`src/rtl/add_sub_seq.sv`:
```
// Sequential adder/subtractor: accepts one operand pair, then resolves it one
// 4-bit carry-lookahead slice per cycle from LSB to MSB before presenting the result.
module add_sub_seq #(
  parameter int WIDTH = 16
) (
  input  logic             clk,
  input  logic             rst,
  input  logic             in_valid,
  output logic             in_ready,
  input  logic [WIDTH-1:0] a,
  input  logic [WIDTH-1:0] b,
  input  logic             cin,
  input  logic             ctrl,
  output logic             out_valid,
  input  logic             out_ready,
  output logic [WIDTH-1:0] s,
  output logic             cout,
  output logic             ovf,
  output logic             zero
);

  localparam int SLICES = WIDTH / 4;
  localparam int CW     = (SLICES > 1) ? $clog2(SLICES) : 1;
  localparam logic [CW-1:0]    LAST = CW'(SLICES - 1);
  localparam logic [WIDTH-1:0] NIB  = WIDTH'(4'hF);

  localparam logic [1:0] IDLE = 2'd0;
  localparam logic [1:0] BUSY = 2'd1;
  localparam logic [1:0] DONE = 2'd2;

  logic [1:0]       state;
  logic [CW-1:0]    cnt;
  logic             carry;
  logic [WIDTH-1:0] a_q;
  logic [WIDTH-1:0] b_q;
  logic [WIDTH-1:0] res_q;
  logic [WIDTH-1:0] res_next;
  logic [CW+1:0]    base;
  logic [3:0]       sa;
  logic [3:0]       sb;
  logic [3:0]       g;
  logic [3:0]       p;
  logic [3:0]       sum;
  logic [4:0]       c;

  assign in_ready  = (state == IDLE);
  assign out_valid = (state == DONE);

  // Current slice selected by shifting, so the bit offset never needs a variable part-select.
  assign base = {cnt, 2'b00};
  assign sa   = 4'(a_q >> base);
  assign sb   = 4'(b_q >> base);
  assign g    = sa & sb;
  assign p    = sa ^ sb;

  // All four slice carries are resolved in parallel from the registered slice carry-in.
  assign c[0] = carry;
  assign c[1] = g[0] | (p[0] & c[0]);
  assign c[2] = g[1] | (p[1] & g[0]) | (p[1] & p[0] & c[0]);
  assign c[3] = g[2] | (p[2] & g[1]) | (p[2] & p[1] & g[0]) | (p[2] & p[1] & p[0] & c[0]);
  assign c[4] = g[3] | (p[3] & g[2]) | (p[3] & p[2] & g[1]) | (p[3] & p[2] & p[1] & g[0])
              | (p[3] & p[2] & p[1] & p[0] & c[0]);
  assign sum  = p ^ c[3:0];

  assign res_next = (res_q & ~(NIB << base)) | (WIDTH'(sum) << base);

  // NOTE: operand and partial-result registers carry no reset; each operation
  // loads or overwrites them before any bit is read, so a reset would only add fan-out.
  always_ff @(posedge clk) begin
    if (state == IDLE && in_valid) begin
      a_q <= a;
      b_q <= ctrl ? ~b : b;
    end
    if (state == BUSY) begin
      res_q <= res_next;
    end
  end

  always_ff @(posedge clk) begin
    if (rst) begin
      state <= IDLE;
      cnt   <= '0;
      carry <= 1'b0;
      s     <= '0;
      cout  <= 1'b0;
      ovf   <= 1'b0;
      zero  <= 1'b0;
    end else begin
      case (state)
        IDLE: begin
          if (in_valid) begin
            carry <= ctrl ? ~cin : cin;
            cnt   <= '0;
            state <= BUSY;
          end
        end
        BUSY: begin
          carry <= c[4];
          if (cnt == LAST) begin
            s     <= res_next;
            cout  <= c[4];
            ovf   <= c[3] ^ c[4];
            zero  <= (res_next == '0);
            cnt   <= '0;
            state <= DONE;
          end else begin
            cnt <= cnt + 1'b1;
          end
        end
        DONE: begin
          if (out_ready) state <= IDLE;
        end
        default: state <= IDLE;
      endcase
    end
  end

endmodule

```
`config.mk`:
```
export PLATFORM = sky130hd
export DESIGN_NAME = add_sub_seq
export DESIGN_NICKNAME = d
export VERILOG_FILES = /design/src/rtl/add_sub_seq.sv
export SDC_FILE = /design/constraint.sdc
export NUM_CORES = 1
export LEC_CHECK = 0
export ABC_CLOCK_PERIOD_IN_PS = 5300
export BUFFER_PORTS_ARGS = -buffer_cell sky130_fd_sc_hd__buf_2
export CELL_PAD_IN_SITES_DETAIL_PLACEMENT = 0
export CELL_PAD_IN_SITES_GLOBAL_PLACEMENT = 2
export CORE_AREA = 3 3 93 95
export CTS_CLUSTER_DIAMETER = 60
export DETAILED_ROUTE_END_ITERATION = 8
export DIE_AREA = 0 0 96 98
export PLACE_DENSITY = 0.88
export SYNTH_ARGS = -nofsm -noshare
export SYNTH_HDL_FRONTEND = slang
export SYNTH_SLANG_ARGS = --single-unit
export TNS_END_PERCENT = 100
```
`constraint.sdc`:
```
create_clock -name clk -period 5.3 [get_ports clk]
set_input_delay 0.53 -clock clk [delete_from_list [all_inputs] [get_ports clk]]
set_output_delay 0.53 -clock clk [all_outputs]
set_load 0.01 [all_outputs]
```
# Word-level counts from Yosys, hierarchy flattened
# Index checks and enable logic that the tools add are counted.
[op_classes]
n_addsub = 1
eq_ne = 6
shifts = 4
mux = 11
bitwise_logic = 35
n_reduce_logical = 7
[ops]
columns = ["cell", "count"]
rows = [
  ["inverter 16 bit", 2],
  ["right shift 16 x 4 -> 4 bit", 2],
  ["AND 1 bit", 16],
  ["AND 16 bit", 1],
  ["logical NOT 16 bit", 1],
  ["2-to-1 mux 16 bit", 1],
  ["bitwise OR 16 bit", 1],
  ["left shift 4 x 4 -> 16 bit", 1],
  ["left shift 4 x 4 -> 16 bit (first input constant)", 1],
  ["2-to-1 mux 2 bit", 5],
  ["bitwise OR 1 bit", 10],
  ["XOR 4 bit", 2],
  ["one-hot mux 2 bit (3 select lines)", 1],
  ["AND 4 bit", 1],
  ["== test 2 bit (second input constant)", 2],
  ["!= test 2 x 1 -> 1 bit (second input constant)", 2],
  ["one-hot mux 2 bit (2 select lines)", 1],
  ["AND reduction 2 bit", 2],
  ["AND reduction 3 bit", 1],
  ["adder 2 x 1 -> 2 bit (second input constant)", 1],
  ["== test 2 x 1 -> 1 bit (second input constant)", 1],
  ["logical NOT 2 bit", 1],
  ["2-to-1 mux 1 bit", 2],
  ["!= test 2 bit (second input constant)", 1],
  ["5 further kinds", 5],
]
[totals]
regBits = 72
in_bits = 38
out_inout_bits = 21
word_cells = 74

# Longest topological paths before layout
[logic_depth]
ltp_word = 10
mapped_depth = 9
ltp_nobuf = 7

# Worst setup path before layout
# No wires, ideal clock.
[synth_path]
kind = "register -> register"
startpoint = "reg cnt[0]"
endpoint = "reg s[3]"
setup_ps = 91
t_arrival_ps = 2563
required_time_ps = 5209
path_slack_ps = 2646
path_stages_with_launch = 10
n_path_buf = 2
synth_period_minus_slack_ps = 2654
cell_sequence = "dfxtp_1 > buf_2 > buf_2 > mux4_2 > ha_1 > a41oi_1 > o21ai_2 > xor2_1 > nand2_1 > a311oi_1"
[synth_between]
elab_chain_cells = 9
word_cells_on_any_way = 20
classes_between = "1 x eq/ne; 4 x shift; 14 x bitwise; 1 x reduce/logical"
[synth_rtl]
columns = ["element", "line_no", "rtl"]
rows = [
  ["from (decl)", "32", "logic [CW-1:0] cnt;"],
  ["from (signal assigned)", "107", "cnt <= cnt + 1'b1;"],
  ["right shift 16 x 4 -> 4 bit (on tied branches)", "51, 52", ""],
  ["XOR 4 bit / AND 4 bit (equally long branches)", "54, 53", ""],
  ["AND 1 bit", "60", "assign c[3] = g[2] | (p[2] & g[1]) | (p[2] & p[1] & g[0]) | (p[2] & p[1] & p[0] & c[0]);"],
  ["bitwise OR 1 bit / AND 1 bit (equally long branches) (2 in series)", "60", ""],
  ["bitwise OR 1 bit", "60", ""],
  ["XOR 4 bit", "63", "assign sum = p ^ c[3:0];"],
  ["left shift 4 x 4 -> 16 bit", "65", "assign res_next = (res_q & ~(NIB << base)) | (WIDTH'(sum) << base);"],
  ["bitwise OR 16 bit", "65", ""],
  ["to (signal assigned)", "100", "s <= res_next;"],
  ["to (decl)", "16", "output logic [WIDTH-1:0] s,"],
]
# Parallel ways exist; a longest one is shown, timed or not.
# A chain may end at the register's enable or synchronous reset.

# Worst setup path after layout
# Same ends and word-level chain as after synthesis.

==> results.cfg <==
[outcome]
status = completed

[layout]
fin_util = 0.465
nets = 350
syn2layout_area_growth_pct = 18.9
seqCellArea_mm2 = 0.00183
nFillCells = 735
multiInputGateArea_mm2 = 0.00111
layout-drive-gt1-share = 0.283
diodes = 0
stdcell_area_mm2 = 0.00363

[worst_setup_path]
crit_start = cnt[0]
cp.required_ps = 5550
worst-endpoint-arrival_ps = 3400
r2r_end = s[3]
path_depth = 7
crit_chain = mux4_2, ha_1, a41oi_1, o21ai_2, xor2_1, nand2_1, a311oi_1
crit_path_max_incr_delay_ps = 880
cp-start-kind = flip-flop
crit_buf_inv = 0
rrSetupSlack_ps = 2140
worstPathMaxFanout = 19
crit_end = s[3]
crit_family = flip-flops
timing.rr.start = cnt[0]
cp-end-kind = flip-flop
ff2ff_path_depth = 7
critPathKind = reg2reg
crit_slowest_cell = dfxtp_1

[logic_synthesis]
avgSynthCellArea_um2 = 12.5
ys_warn_count = 0
ys_top_cells_by_area = edfxtp_1 44%, dfxtp_1 16%, mux4_2 5.9%, xor2_1 5.4%, ha_1 3.7%
ys_async_sr_fraction = 0
synth.net_count = 292
synthFlopType = edfxtp_1
synth_top_cell_by_area = edfxtp_1
syn_area_mm2 = 0.00305
synth.top_cell.area_share = 0.442
ys_seq_elements = 69
synthCells = 244
synth_edf_count = 45
yosysUniqueCellTypes = 38
ys_seq_area_frac = 0.600

[placement]
pre_cts_ws_ps = 2100
place.gp.congestion = 0.807
hpwl_um = 4170
io_buffers = 58
placed_area_mm2 = 0.00341

[clock_tree]
cts_setup_buffers = 0
cts_resized = 0
numCtsBuffers = 9
clk_latency_ps = 340
cts.path.max_buffers = 2
ctsHoldBuffers = 0
cts_tree = built
htreeDepth = 3
cts-root-buf = clkbuf_8
clkSinkCount = 69
clkTransAtPathRegs_ps = 80

[pwr]
combPwrFrac = 0.131
p_sw_frac = 0.254
p_per_area_mw_per_mm2 = 349
power_frac_seq = 0.498
peakVddDrop_mv = 0.180
finalPower_w = 0.00127
switchingPower_w = 0.000322
p_clk_frac = 0.372
power_leakage_nw = 1.43
power.internal_w = 0.000947

[routing]
dr.pass1.iters = 4
wl_met1_um = 2600
route.met2.wl_um = 2800
routed_wl_um = 5860
ant_nets = 0
via_per_inst = 4.85
drtIter0Drc = 99
vias = 1984
wl_per_cell_um = 14.3
highest_layer = met4
route.detailed.drc = 0
wl_met3_um = 374

[grt]
grt_pass1_vias = 2006
grt_usage = 0.137
grt_overflow_total = 0
antenna_found_initial = 0
grt_first_pass_wirelength_um = 9740
grt_start_max_net_pins = 33

[die]
die_h_um = 98
ios = 59
dieWidth_um = 96
core_area_mm2 = 0.00781
start_util = 0.391
row_count = 32
fp.dieArea_mm2 = 0.00941

[sta]
worst_slack_ps = 2140
drv_slew = 0
hold_viol = 0
rsz0062_at_grt = no
skew_ps = 7.21
fmax_mhz = 317
worstMarginPinSlew_ps = 952
min_period_ps = 3160
slew_headroom = 0.363
fin_crit_sh = 0.596
fin_setup_tns_ps = 0
final-setup-viol-count = 0

[run]
maxCapViolCount = 0

[hold_path]
hold_class = in2reg
[per-layer routing]
metal / vias to the layer above / global-route usage
li1: 996 / -
met1: 921 / 0.182
met2: 59 / 0.208
met3: 8 / 0.0493
met4: 0 / 0.0460
met5: - / 0
[worst min path at each step]
stage                     cells after the start  endpoint  slack (ps)  startpoint
final                                         1    a_q[9]         360        a[9]
after global routing                          1    a_q[9]         330        a[9]
after CTS                                     1    a_q[9]         330        a[9]
after detailed placement                      2      s[9]         450        s[9]
after global placement                        2      s[1]         440        s[1]
after floorplan                               2      s[1]         480        s[1]
[metrics by stage]
| stage | instances | hold slack (ps) |
|---|---|---|
| finish | 409 | 361 |
| CTS | 409 | 334 |
| global placement | 393 | 440 |
| global route | 409 | 334 |
| floorplan | 244 | 481 |
| detailed placement | 393 | 451 |
[power by group through the flow]
stage / Sequential (W) / Combinational (W) / Clock (W)
after floorplan: 0.000635 / 0.000119 / 0
after global placement: 0.000644 / 0.000164 / 0
after detailed placement: 0.000644 / 0.000168 / 0
after CTS: 0.000632 / 0.000169 / 0.000489
after global routing: 0.000635 / 0.000185 / 0.000511
final: 0.000631 / 0.000166 / 0.000472
[worst register-to-register path, delay by kind of cell (launching register included)]
kind | cells | cell delay [ps]
and+or+nand+nor | 1 | 150
DFF | 1 | 880
muxes | 1 | 660
xor gates and xnor gates | 1 | 430
adders and majority gates | 1 | 330
AOI/OAI and AO/OA | 3 | 610
[cells in the final DEF, fill, tap and decap left out, types with 3 or more instances in the layout]
| master | n |
|---|---|
| mux4_2 | 8 |
| dfxtp_1 | 24 |
| o21ai_0 | 8 |
| nor4_1 | 3 |
| nand2b_1 | 7 |
| nor2b_1 | 3 |
| inv_1 | 11 |
| a211oi_1 | 3 |
| buf_2 | 58 |
| xor2_1 | 19 |
| a21oi_1 | 10 |
| a311oi_1 | 7 |
| a22oi_1 | 4 |
| ha_1 | 9 |
| nand2_1 | 24 |
| nor3_1 | 3 |
| edfxtp_1 | 45 |
| nor2_1 | 26 |
| clkbuf_8 | 9 |
[cell families after synthesis]
kind of cell | synth area share
compound gates | 0.0926
xor+xnor | 0.0574
flops | 0.600
buf+inv | 0.0365
fa+ha+maj | 0.0434
simple gates | 0.105
mux | 0.0655
[cell type report]
cell class,instances,area share
Tap cell,102,0.0351
Inverter,11,0.0114
Multi-Input combinational cell,152,0.306
Timing Repair Buffer,59,0.0820
Clock inverter,7,0.0272
Clock buffer,9,0.0341
Sequential cell,69,0.504
[synth_stat cells, drive strengths merged (7+ instances only)]
| cell type | count |
|---|---|
| edfxtp | 45 |
| nor2 | 26 |
| dfxtp | 24 |
| nand2 | 24 |
| xor2 | 19 |
| inv | 11 |
| a21oi | 10 |
| buf | 9 |
| ha | 9 |
| o21ai | 9 |
| mux4 | 8 |
| a311oi | 7 |
| nand2b | 7 |
[flip-flops by register name, indices dropped and copies added, names as in the netlist]
name	flops
s	16
zero	1
a_q	16
res_q	13
carry	1
cnt	2
cout	1
ovf	1
b_q	16
state	2
No activity file was read; power rests on OpenSTA's default activity.
